## src/rtl/st2mm_pingpong_if.sv

```systemverilog
// Avalon-ST sink bundle and Avalon-MM write-master bundle used by st2mm_pingpong.
interface st2mm_st_if #(
    parameter int DATA_W  = 32,
    parameter int EMPTY_W = 2
);
    logic [DATA_W-1:0]  data_in_data;
    logic               data_in_valid;
    logic               data_in_ready;
    logic [EMPTY_W-1:0] data_in_empty;
    logic               data_in_startofpacket;
    logic               data_in_endofpacket;

    modport master (
        output data_in_data,
        output data_in_valid,
        output data_in_empty,
        output data_in_startofpacket,
        output data_in_endofpacket,
        input  data_in_ready
    );

    modport slave (
        input  data_in_data,
        input  data_in_valid,
        input  data_in_empty,
        input  data_in_startofpacket,
        input  data_in_endofpacket,
        output data_in_ready
    );
endinterface

interface st2mm_mm_if #(
    parameter int DATA_W  = 32,
    parameter int BANK_AW = 8
);
    logic [BANK_AW:0]  mm_address;
    logic              mm_chipselect;
    logic              mm_write;
    logic [DATA_W-1:0] mm_writedata;
    logic              mm_waitrequest_n;

    modport master (
        output mm_address,
        output mm_chipselect,
        output mm_write,
        output mm_writedata,
        input  mm_waitrequest_n
    );

    modport slave (
        input  mm_address,
        input  mm_chipselect,
        input  mm_write,
        input  mm_writedata,
        output mm_waitrequest_n
    );
endinterface

```

## src/rtl/st2mm_pingpong.sv

```systemverilog
// Writes Avalon-ST frames alternately into two banks of an Avalon-MM RAM at {bank, word_index};
// a bank stays locked until the consumer releases it, and frames aimed at a locked bank are dropped.
module st2mm_pingpong #(
    parameter int DATA_W  = 32,
    parameter int EMPTY_W = 2,
    parameter int BANK_AW = 8
) (
    input  logic               clk,
    input  logic               rst,
    st2mm_st_if.slave          st,
    st2mm_mm_if.master         mm,
    input  logic [1:0]         bank_release,
    output logic [1:0]         bank_full,
    output logic               frame_done,
    output logic               frame_bank,
    output logic [BANK_AW:0]   frame_len,
    output logic [EMPTY_W-1:0] frame_empty,
    output logic               frame_trunc,
    output logic [15:0]        drop_count
);
    localparam int               DEPTH    = 2 ** BANK_AW;
    localparam logic [BANK_AW:0] LAST_IDX = (BANK_AW + 1)'(DEPTH - 1);
    localparam logic [BANK_AW:0] CTR_ONE  = (BANK_AW + 1)'(1);

    typedef enum logic [1:0] {
        S_IDLE,
        S_WRITE,
        S_DISCARD,
        S_DONE
    } state_t;

    state_t             r_state;
    state_t             w_state_nxt;

    logic               r_wr_bank;
    logic [BANK_AW:0]   r_ctr;
    logic [1:0]         r_bank_full;
    logic [15:0]        r_drop_count;
    logic               r_trunc_flag;
    logic [EMPTY_W-1:0] r_empty_lat;

    logic               r_frame_bank;
    logic [BANK_AW:0]   r_frame_len;
    logic [EMPTY_W-1:0] r_frame_empty;
    logic               r_frame_trunc;

    logic               w_ready;
    logic               w_write;
    logic               w_ctr_load1;
    logic               w_ctr_inc;
    logic               w_latch_empty;
    logic               w_trunc_set;
    logic               w_trunc_clr;
    logic               w_drop;
    logic               w_commit;
    logic [1:0]         w_set_mask;

    always_ff @(posedge clk) begin
        if (rst) begin
            r_state <= S_IDLE;
        end else begin
            r_state <= w_state_nxt;
        end
    end

    always_comb begin
        // NOTE: every signal driven here gets its default first, so no branch can infer a latch.
        w_state_nxt   = r_state;
        w_ready       = 1'b1;
        w_write       = 1'b0;
        w_ctr_load1   = 1'b0;
        w_ctr_inc     = 1'b0;
        w_latch_empty = 1'b0;
        w_trunc_set   = 1'b0;
        w_trunc_clr   = 1'b0;
        w_drop        = 1'b0;
        w_commit      = 1'b0;

        unique case (r_state)
            S_IDLE: begin
                // Non-SOP beats are swallowed here with ready held high.
                if (st.data_in_valid && st.data_in_startofpacket) begin
                    w_trunc_clr = 1'b1;
                    if (!r_bank_full[r_wr_bank]) begin
                        w_write = 1'b1;
                        w_ready = mm.mm_waitrequest_n;
                        if (mm.mm_waitrequest_n) begin
                            w_ctr_load1 = 1'b1;
                            if (st.data_in_endofpacket) begin
                                w_latch_empty = 1'b1;
                                w_state_nxt   = S_DONE;
                            end else begin
                                w_state_nxt = S_WRITE;
                            end
                        end
                    end else begin
                        w_drop = 1'b1;
                        if (!st.data_in_endofpacket) begin
                            w_state_nxt = S_DISCARD;
                        end
                    end
                end
            end

            S_WRITE: begin
                w_write = st.data_in_valid;
                w_ready = mm.mm_waitrequest_n;
                if (st.data_in_valid && mm.mm_waitrequest_n) begin
                    w_ctr_inc = 1'b1;
                    if (st.data_in_endofpacket) begin
                        w_latch_empty = 1'b1;
                        w_state_nxt   = S_DONE;
                    end else if (r_ctr == LAST_IDX) begin
                        w_trunc_set = 1'b1;
                        w_state_nxt = S_DISCARD;
                    end
                end
            end

            S_DISCARD: begin
                if (st.data_in_valid && st.data_in_endofpacket) begin
                    if (r_trunc_flag) begin
                        w_latch_empty = 1'b1;
                        w_state_nxt   = S_DONE;
                    end else begin
                        w_state_nxt = S_IDLE;
                    end
                end
            end

            S_DONE: begin
                w_ready     = 1'b0;
                w_commit    = 1'b1;
                w_state_nxt = S_IDLE;
            end

            default: begin
                w_state_nxt = S_IDLE;
            end
        endcase
    end

    // A commit sets the current bank; it overrides a release of that bank in the same cycle.
    assign w_set_mask = {r_wr_bank, ~r_wr_bank} & {2{w_commit}};

    always_ff @(posedge clk) begin
        // NOTE: state updates use non-blocking assignments so every register samples pre-edge values.
        if (rst) begin
            r_wr_bank     <= 1'b0;
            r_ctr         <= '0;
            r_bank_full   <= '0;
            r_drop_count  <= '0;
            r_trunc_flag  <= 1'b0;
            r_empty_lat   <= '0;
            r_frame_bank  <= 1'b0;
            r_frame_len   <= '0;
            r_frame_empty <= '0;
            r_frame_trunc <= 1'b0;
        end else begin
            if (w_commit) begin
                r_ctr <= '0;
            end else if (w_ctr_load1) begin
                r_ctr <= CTR_ONE;
            end else if (w_ctr_inc) begin
                r_ctr <= r_ctr + CTR_ONE;
            end

            if (w_trunc_clr) begin
                r_trunc_flag <= 1'b0;
            end else if (w_trunc_set) begin
                r_trunc_flag <= 1'b1;
            end

            if (w_latch_empty) begin
                r_empty_lat <= st.data_in_empty;
            end

            if (w_drop && (r_drop_count != 16'hFFFF)) begin
                r_drop_count <= r_drop_count + 16'd1;
            end

            r_bank_full <= (r_bank_full & ~bank_release) | w_set_mask;

            if (w_commit) begin
                r_wr_bank     <= ~r_wr_bank;
                r_frame_bank  <= r_wr_bank;
                r_frame_len   <= r_ctr;
                r_frame_empty <= r_empty_lat;
                r_frame_trunc <= r_trunc_flag;
            end
        end
    end

    // The committing frame is visible during the frame_done cycle and held afterwards.
    assign frame_done  = (r_state == S_DONE);
    assign frame_bank  = frame_done ? r_wr_bank    : r_frame_bank;
    assign frame_len   = frame_done ? r_ctr        : r_frame_len;
    assign frame_empty = frame_done ? r_empty_lat  : r_frame_empty;
    assign frame_trunc = frame_done ? r_trunc_flag : r_frame_trunc;

    assign bank_full  = r_bank_full;
    assign drop_count = r_drop_count;

    assign st.data_in_ready = w_ready;
    assign mm.mm_write      = w_write;
    assign mm.mm_chipselect = w_write;
    assign mm.mm_address    = {r_wr_bank, r_ctr[BANK_AW-1:0]};
    assign mm.mm_writedata  = st.data_in_data;
endmodule

```

## src/flat_wrapper.sv

```systemverilog
// flat-port wrapper written by rule: the top's interface ports become plain ports
module st2mm_pingpong_flat 
#(
    parameter int DATA_W  = 32,
    parameter int EMPTY_W = 2,
    parameter int BANK_AW = 8
)
  (clk, rst, bank_release, bank_full, frame_done, frame_bank, frame_len, frame_empty, frame_trunc, drop_count, st_data_in_data, st_data_in_valid, st_data_in_empty, st_data_in_startofpacket, st_data_in_endofpacket, st_data_in_ready, mm_mm_address, mm_mm_chipselect, mm_mm_write, mm_mm_writedata, mm_mm_waitrequest_n);
  st2mm_st_if #(.DATA_W(DATA_W), .EMPTY_W(EMPTY_W)) st_i ();
  st2mm_mm_if #(.DATA_W(DATA_W), .BANK_AW(BANK_AW)) mm_i ();
  input  logic clk;
  input  logic rst;
  input  logic [1:0] bank_release;
  output logic [1:0] bank_full;
  output logic frame_done;
  output logic frame_bank;
  output logic [BANK_AW:0] frame_len;
  output logic [EMPTY_W-1:0] frame_empty;
  output logic frame_trunc;
  output logic [15:0] drop_count;
  input wire logic [$bits(st_i.data_in_data)-1:0] st_data_in_data;
  input wire logic [$bits(st_i.data_in_valid)-1:0] st_data_in_valid;
  input wire logic [$bits(st_i.data_in_empty)-1:0] st_data_in_empty;
  input wire logic [$bits(st_i.data_in_startofpacket)-1:0] st_data_in_startofpacket;
  input wire logic [$bits(st_i.data_in_endofpacket)-1:0] st_data_in_endofpacket;
  output wire logic [$bits(st_i.data_in_ready)-1:0] st_data_in_ready;
  output wire logic [$bits(mm_i.mm_address)-1:0] mm_mm_address;
  output wire logic [$bits(mm_i.mm_chipselect)-1:0] mm_mm_chipselect;
  output wire logic [$bits(mm_i.mm_write)-1:0] mm_mm_write;
  output wire logic [$bits(mm_i.mm_writedata)-1:0] mm_mm_writedata;
  input wire logic [$bits(mm_i.mm_waitrequest_n)-1:0] mm_mm_waitrequest_n;
  assign st_i.data_in_data = st_data_in_data;
  assign st_i.data_in_valid = st_data_in_valid;
  assign st_i.data_in_empty = st_data_in_empty;
  assign st_i.data_in_startofpacket = st_data_in_startofpacket;
  assign st_i.data_in_endofpacket = st_data_in_endofpacket;
  assign st_data_in_ready = st_i.data_in_ready;
  assign mm_mm_address = mm_i.mm_address;
  assign mm_mm_chipselect = mm_i.mm_chipselect;
  assign mm_mm_write = mm_i.mm_write;
  assign mm_mm_writedata = mm_i.mm_writedata;
  assign mm_i.mm_waitrequest_n = mm_mm_waitrequest_n;
  st2mm_pingpong #(.DATA_W(DATA_W), .EMPTY_W(EMPTY_W), .BANK_AW(BANK_AW)) u_core (.clk(clk), .rst(rst), .st(st_i), .mm(mm_i), .bank_release(bank_release), .bank_full(bank_full), .frame_done(frame_done), .frame_bank(frame_bank), .frame_len(frame_len), .frame_empty(frame_empty), .frame_trunc(frame_trunc), .drop_count(drop_count));
endmodule
```

## config.mk

```make
export PLATFORM = sky130hd
export DESIGN_NAME = st2mm_pingpong_flat
export DESIGN_NICKNAME = d
export VERILOG_FILES = /design/src/rtl/st2mm_pingpong_if.sv /design/src/rtl/st2mm_pingpong.sv /design/src/flat_wrapper.sv
export SDC_FILE = /design/constraint.sdc
export NUM_CORES = 1
export LEC_CHECK = 0
export BUFFER_PORTS_ARGS = -buffer_cell sky130_fd_sc_hd__buf_4
export CORE_ASPECT_RATIO = 0.7
export CORE_UTILIZATION = 42
export DETAILED_ROUTE_END_ITERATION = 6
export PLACE_DENSITY = 0.76
export SLEW_MARGIN = 20
export SYNTH_ARGS = -nofsm -noshare
export SYNTH_HDL_FRONTEND = slang
export SYNTH_SLANG_ARGS = --single-unit
export TNS_END_PERCENT = 50
```

## constraint.sdc

```tcl
create_clock -name clk -period 1.85 [get_ports clk]
set_clock_uncertainty 0.1 [all_clocks]
set_input_delay 0.185 -clock clk [delete_from_list [all_inputs] [get_ports clk]]
set_output_delay 0.185 -clock clk [all_outputs]
set_load 0.01 [all_outputs]
```

* Yosys cells after proc, flatten, opt, wreduce, memory -nomap -nowiden *
Index checks and enable logic that the tools add are counted.
W data, S select, Z words.

storage, ports and cells
  bits in writable memories = 0
  bits in registers = 46
  bits in read-only memories = 0
  bits of input ports = 42
  memories kept = 0
  word-level logic and storage cells = 90
  output and inout port bits = 76
  latch bits = 0

operators by class
  reductions and logical operators = 10
  bitwise logic cells = 5
  muxes and demuxes = 49
  equal/unequal tests = 11
  div/mod/pow operators = 0
  shift operators = 0
  $add $sub $neg = 2
  multiply operators = 0
  magnitude comparators = 1

operators by type and width
  operator                 number
  $mux W1                  33
  $mux W2                  11
  $add A16 B1 Y16 const B  1
  $ne A16 B16 Y1 const B   1
  $add A9 B1 Y9 const B    1
  $eq A9 B8 Y1 const B     1
  $mux W9                  1
  $pmux W2 S4              1
  $ne A2 B1 Y1 const B     3
  $ne A3 B2 Y1 const B     2
  $pmux W1 S3              2
  $reduce_and A6 Y1        1
  $and A2 B2 Y2            2
  $eq A2 B2 Y1 const B     2
  $logic_and A1 B1 Y1      4
  $reduce_or A2 Y1         2
  $ne A3 B3 Y1 const B     1
  $reduce_or A3 Y1         1
  $eq A2 B1 Y1 const B     1
  $logic_not A2 Y1         1
  $lt A1 B2 Y1 const B     1
  $not A2 Y2               1
  $or A2 B2 Y2             1
  $pmux W1 S2              1
  other kinds (2)          2

* Logic depth before layout (Yosys ltp) *
Gate-level depths: netlist of the first run.

  word-level depth = 6
  gate-level depth with buffers = 7
  gate-level depth less buffers = 7

* Worst setup path after synthesis of the first run *
OpenSTA, ideal clock, no wires.

  kind = reg-to-reg
  from = register u_core.r_drop_count[0], in the netlist u_core.drop_count[0]
  to = register u_core.r_drop_count[1], in the netlist u_core.drop_count[1]
  data required time = 1,680 ps
  path slack = 0 ps
  arrival = 1,680 ps
  library setup time = 70 ps
  stages on the path, launching flop included = 8
  period minus slack after synthesis = 1,850 ps
  buffers on the path = 2
  cell sequence = dfxtp_1 > ha_1 > nand3_1 > nor4_4 > buf_2 > buf_6 > o21ai_0 > a21oi_1

on the way
  cells in the longest elaborated chain, start to end = 2
  elaborated cells between the ends (all ways) = 3
  those cells by class = add/sub (1); eq/ne (1); reduce/logical (1)

RTL lines
  what                                                     RTL line               RTL
  start, declared                                          st2mm_pingpong.sv:38   logic [15:0] r_drop_count;
  start signal, assigned                                   st2mm_pingpong.sv:179  r_drop_count <= r_drop_count + 16'd1;
  branches (longest 2 deep; another with $add A16 B1 Y16)  --

Several ways; the timed one is not identified.
A chain may end at the register's enable or synchronous reset.

* Worst setup path after layout of the first run *
  from = register u_core.r_state[0]
  to = output frame_len[0]

on the way
  cells in the longest elaborated chain, start to end = 2

RTL lines
  what                    RTL line               RTL
  start, declared         st2mm_pingpong.sv:32   state_t r_state;
  start signal, assigned  st2mm_pingpong.sv:62   r_state <= w_state_nxt;
  $eq A2 B2 Y1            st2mm_pingpong.sv:195  assign frame_done = (r_state == S_DONE);
  $mux W9                 st2mm_pingpong.sv:197  assign frame_len = frame_done ? r_ctr : r_frame_len;
  end, declared           flat_wrapper.sv:17     output logic [BANK_AW:0] frame_len;

Every way passes these cells.

==> results of run 1 <==
-- registers in the layout, summed over array words and instances (netlist names) --
register	cells
u_core.r_frame_bank	1
u_core.drop_count	16
u_core.r_wr_bank	1
u_core.r_trunc_flag	1
u_core.r_frame_empty	2
u_core.r_state	2
u_core.r_empty_lat	2
u_core.r_frame_trunc	1
u_core.r_frame_len	9
u_core.bank_full	2
u_core.r_ctr	9
-- per-layer routing --
| metal | track usage (%) | vias to the layer above | share of wire (%) |
|---|---|---|---|
| li1 | - | 1050 | - |
| met3 | 4.62 | 10 | 4.6 |
| met4 | 7.46 | 0 | 1.4 |
| met5 | 0 | - | 0 |
| met1 | 25.4 | 998 | 51 |
| met2 | 24.7 | 53 | 43 |
-- how the worst max path moves through the flow --
| stage | start | endpoint | slack [ns] | cells past startpoint |
|---|---|---|---|---|
| after CTS | u_core.r_state[1] | frame_trunc | 0.0006 | 5 |
| after global routing | u_core.r_state[1] | u_core.drop_count[7] | -0.01 | 4 |
| final | u_core.r_state[0] | frame_len[0] | 0.07 | 5 |
| after global placement | u_core.drop_count[0] | u_core.drop_count[10] | 0.15 | 5 |
| after floorplan | u_core.drop_count[1] | u_core.drop_count[1] | 0.009 | 7 |
| after detailed placement | u_core.drop_count[0] | u_core.drop_count[3] | 0.1 | 6 |
-- area by class of cell --
cell class / count / area (sq um)
timing repair buffer: 77 / 614
inverter: 8 / 30.0
fill: 549 / 2790
clock buffer: 7 / 86.3
multi-input combinational: 180 / 1270
tap: 75 / 93.8
clock inverter: 1 / 5.00
sequential: 46 / 923
-- synthesized netlist by cell type, types with 5 or more instances --
cell type  instances  share of area [%]
nand2_1           13                1.9
inv_1              8                1.2
xor2_1             6                2.0
nor2b_1           12                2.9
a21oi_1           20                3.9
nand2b_1           5                1.2
nand3_1           10                1.9
o31ai_1           10                2.9
buf_4             42                 12
nor2_1            17                2.5
nand4_1            7                1.7
mux2_2            11                4.8
or4_1             11                3.2
dfxtp_1           46                 36
clkbuf_1           7                1.0
o21ai_0            6                1.2
mux2i_1            5                1.9
and4_1             5                1.7
-- power by group --
part	total (mW)	internal [mW]	switching [mW]	leakage (nW)
Combinational	0.503	0.249	0.254	0.838
Clock	0.623	0.302	0.322	0.0482
Sequential	1.05	1.03	0.0230	0.372
Total	2.18	1.58	0.599	1.26
-- metrics by stage --
step	std cells	setup TNS, ns	worst slack (ns)	area (sq um)	util [%]
after global routing	394	-0.0369	-0.0139	3030	52.0
after CTS	392	0	0.000608	2960	51.0
after global placement	384	0	0.150	2860	49.2
after floorplan	287	0	0.00942	2570	-
after detailed placement	384	0	0.0995	2860	49.2
final	394	0	0.0712	3030	52.0
-- cells by family (layout without fill, tap and decap cells) --
family | after synthesis | after routing | share of synthesized area [%]
AO/OA/AOI/OAI | 50 | 50 | 12.3
XOR/XNOR | 8 | 8 | 2.73
multiplexers | 17 | 17 | 7.35
buffers and inverters | 61 | 93 | 15.5
adder cells (fa/ha/maj) | 3 | 3 | 1.46
flip-flops | 46 | 46 | 35.8
AND/OR/NAND/NOR | 102 | 102 | 24.9
-- timing repair --
item	CTS	global route
setup buffers	0	1
gates resized for setup	3	9
pin swaps	0	2
setup endpoints to repair	11	24
cloned	0	1
endpoints found under the hold margin	0	0
-- worst register-to-register path: stages (launching register included) --
cell,delay [ns]
dfxtp_1,0.32
and4bb_4,0.41
nand2_2,0.18
or4_1,0.54
a21oi_1,0.15
-- cell usage in the layout (no fill, tap or decap), drive strengths merged, types with 8 or more instances in the layout --
master,count
buf,76
clkbuf,8
a21oi,20
nor2,17
nand2,14
nand3,10
or4,11
nor2b,12
dfxtp,46
o31ai,10
mux2,12
nand4,9
inv,8
==> results.sh, run 1 <==
export IMPL_fin_crit_sh_pct=96.2
export IMPL_io_buffer_count=53
export IMPL_grt_max_degree=43
export IMPL_setup_violations=0
export IMPL_hpwl_microns=4010
export IMPL_num_vias=2111
export IMPL_vdd_drop_max_v=0.000311
export IMPL_grt_pass1_wl_microns=8670
export IMPL_cp_start_kind="register"
export IMPL_fin_crit_ns=1.78
export IMPL_crit_chain="buf_6 > nand2_4 > clkbuf_16 > mux2_2 > buf_4"
export IMPL_slew_viol_final=0
export IMPL_dieHeight_microns=67.5
export IMPL_initial_utilization_pct=44.2
export IMPL_tightestPinTransition_ns=0.438
export IMPL_yosys_cell_types_count=47
export IMPL_grt_pass1_vias=1806
export IMPL_synth_cells=287
export IMPL_synth_area_sq_um=2570
export IMPL_whs_path_depth=3
export IMPL_die_x_microns=95.5
export IMPL_cpPeakStageDelay_ns=0.33
export IMPL_crit_arrival_ns=1.49
export IMPL_outcome="completed"
export IMPL_relSlewSlack_pct=70.8
export IMPL_synth_top_flop_cell="dfxtp_1"
export IMPL_num_rows=23
export IMPL_finalNetCount=363
export IMPL_leakage_nw=1.26
export IMPL_cts_sink_count=46
export IMPL_drc_errors=0
export IMPL_min_to="u_core.bank_full[1]"
export IMPL_syn_nets=332
export IMPL_r2r_start="u_core.r_state[1]"
export IMPL_gp_congestion=0.814
export IMPL_total_power_mw=2.18
export IMPL_synthArstFlopShare_pct=0
export IMPL_synth_edf_count=0
export IMPL_maxCapViolCount=0
export IMPL_ctsHoldBuffers=0
export IMPL_yosysWarningCount=0
export IMPL_cts_buffers=5
export IMPL_r2r_slack_ns=0.08
export IMPL_cts_root_buffer="clkbuf_8"
export IMPL_antenna_found_initial=0
export IMPL_rr_worst_depth=4
export IMPL_crit_family="buffers and inverters"
export IMPL_first_pass_iters=4
export IMPL_endpoint_kind="primary output"
export IMPL_critPathMaxFanout=11
export IMPL_drt_iter0_drc=129
export IMPL_clk_latency_ns=0.30
export IMPL_design_die_area_sq_um=6440
export IMPL_io_pins=118
export IMPL_min_from="bank_release[1]"
export IMPL_wire_per_inst_microns=14.5
export IMPL_hold_viol=0
export IMPL_hp_class="input pin to register"
export IMPL_cp_slowest_cell="mux2_2"
export IMPL_r2r_end="u_core.drop_count[7]"
export IMPL_via_per_inst=5.36
export IMPL_avgSynthCellArea_sq_um=8.96
export IMPL_p_per_area_nw_per_um2=719
export IMPL_seq_area_frac_synth_pct=35.8
export IMPL_clk_pin_slew_ns=0.09
export IMPL_critPathRequiredTime_ns=1.56
export IMPL_htreeDepth=2
export IMPL_ant_nets=0
export IMPL_overflow=0
export IMPL_rsz0062_at_grt="true"
export IMPL_fin_hold_ws_ns=0.0457
export IMPL_cp_buffers_inverters=3
export IMPL_criticalPathCategory="register to primary output"
export IMPL_diodes=0
export IMPL_routed_wl_microns=5700
export IMPL_cts_max_path_buffers=2
export IMPL_coreArea_sq_um=5810
export IMPL_synth_seq_cells=46
export IMPL_grt_usage_pct=17.7
export IMPL_cts_tree="built"
export IMPL_area_delta_synth_final_pct=17.7
export IMPL_drive_gt1_share_pct=34.5
export IMPL_fmax_ghz=0.562
Note: power is estimated with default switching activity, not from simulation.
==> inputs of run 2 (changes only) <==
Settings changed: CELL_PAD_IN_SITES_DETAIL_PLACEMENT from default to 0, CELL_PAD_IN_SITES_GLOBAL_PLACEMENT from default to 1, CORE_UTILIZATION 42 to 30, PLACE_DENSITY 0.76 to default, PLACE_DENSITY_LB_ADDON from default to 0.1, SETUP_SLACK_MARGIN from default to 0.5, SLEW_MARGIN 20 to 5.
==> results.sh, run 2 (synthesis gave the netlist of run 1 again) <==
export IMPL_outcome="completed"
export IMPL_vdd_drop_max_v=0.000421
export IMPL_p_per_area_nw_per_um2=755
export IMPL_sw_frac_of_total_pct=27.0
export IMPL_place_area_sq_um=2950
export IMPL_setup_violations=0
export IMPL_endpoint_kind="primary output"
export IMPL_hpwl_microns=4410
export IMPL_critPathMaxFanout=7
export IMPL_dieHeight_microns=79.5
export IMPL_worst_slack_ns=0.120
export IMPL_cts_tree="built"
export IMPL_relSlewSlack_pct=77.9
export IMPL_clkPwrFrac_pct=38.2
export IMPL_maxCapViolCount=0
export IMPL_rr_worst_depth=4
export IMPL_num_rows=27
export IMPL_first_pass_iters=5
export IMPL_io_pins=118
export IMPL_hp_class="input pin to register"
export IMPL_via_per_inst=5.06
export IMPL_largest_register_ffs=16
export IMPL_die_x_microns=113
export IMPL_diodes=0
export IMPL_cts_buffers=5
export IMPL_criticalPathCategory="register to primary output"
export IMPL_grt_usage_pct=15.5
export IMPL_mostFrequentLayoutCell="buf_4"
export IMPL_finalNetCount=391
export IMPL_grt_pass1_vias=2000
export IMPL_drive_gt1_share_pct=53.6
export IMPL_grt_pass1_wl_microns=10800
export IMPL_design_area_sq_um=3690
export IMPL_dp_slack_ns=0.152
export IMPL_overflow=0
export IMPL_initial_utilization_pct=31.8
export IMPL_clk_latency_ns=0.29
export IMPL_cts_max_path_buffers=2
export IMPL_drc_errors=0
export IMPL_crit_arrival_ns=1.45
export IMPL_cp_start_kind="register"
export IMPL_cts_sink_count=46
export IMPL_power_switching_mw=0.753
export IMPL_grt_max_degree=27
export IMPL_fin_setup_tns_ns=0
export IMPL_fin_hold_ws_ns=0.0612
export IMPL_num_vias=2268
export IMPL_whs_path_depth=3
export IMPL_routed_wl_microns=7090
export IMPL_p_seq_share_pct=37.5
export IMPL_wire_per_inst_microns=15.8
export IMPL_layout_common_cells="buf_4, buf_6, dfxtp_1"
export IMPL_ant_nets=0
export IMPL_rsz0062_at_grt="true"
export IMPL_gp_congestion=0.720
export IMPL_total_power_mw=2.79
export IMPL_htreeDepth=2
export IMPL_leakage_nw=1.53
export IMPL_fin_crit_ns=1.73
export IMPL_fin_crit_sh_pct=93.5
export IMPL_coreArea_sq_um=8070
export IMPL_slew_viol_final=0
export IMPL_io_buffer_count=53
export IMPL_design_die_area_sq_um=8950
export IMPL_cts_root_buffer="clkbuf_16"
export IMPL_internal_power_mw=2.04
export IMPL_p_comb_share_pct=24.2
export IMPL_clk_pin_slew_ns=0.07
export IMPL_antenna_found_initial=0
export IMPL_tightestPinTransition_ns=0.329
export IMPL_area_delta_synth_final_pct=43.6
export IMPL_hold_viol=0
export IMPL_fmax_ghz=0.578
export IMPL_critPathRequiredTime_ns=1.56
export IMPL_drt_iter0_drc=116
-- run 2: metrics by stage --
stage	instances	util, %
final	448	45.7
after global routing	448	45.7
after CTS	429	42.6
after detailed placement	402	36.6
after global placement	402	36.6
after floorplan	287	-
-- run 2: worst paths after layout --
path	start	slack [ns]	end
worst min register to register	u_core.r_empty_lat[1]	0.37	u_core.r_empty_lat[1]
worst max-delay path	u_core.r_state[0]	0.12	st_data_in_ready
worst max register to register	u_core.r_state[0]	0.14	u_core.drop_count[14]
worst min-delay path	bank_release[1]	0.06	u_core.bank_full[1]
-- run 2: area by class of cell --
cell class                      count  area [sq um]
Multi-Input combinational cell    181          1460
Clock inverter                      1          30.0
Clock buffer                        7           143
Inverter                            8          33.8
Sequential cell                    46           991
Timing Repair Buffer              104           906
Tap cell                          101           126
Fill cell                         799          4380
-- run 2: power by group through the flow --
stage	Sequential [mW]	Clock (mW)	Combinational, mW
floorplan	1.07	0	0.381
global placement	1.07	0	0.463
detailed placement	1.07	0	0.459
CTS	1.05	1.09	0.628
global route	1.05	1.13	0.722
finish	1.05	1.07	0.676
-- run 2: repair_timing --
| action | in CTS | in global routing |
|---|---|---|
| buffers inserted | 17 | 16 |
| gates resized for setup | 40 | 35 |
| setup endpoints to repair | 58 | 58 |
| hold buffers | 0 | 0 |
| gates cloned | 2 | 3 |
| pin swaps | 12 | 20 |
-- run 2: layer usage --
layer	part of all wire (%)	track usage, %	wire length (microns)	vias to the layer above
met1	53	23.6	3750	1077
met3	5.0	3.26	354	15
met5	0	0	0	-
li1	-	-	-	1114
met4	0.85	4.00	60	0
met2	41	21.5	2920	62
-- run 2: worst max-delay path, cell delays in order, from the launching register on --
cell and delay (ns):
dfxtp_2 0.32, and4bb_4 0.45, a31o_2 0.19, o21ai_2 0.06
buf_4 0.14
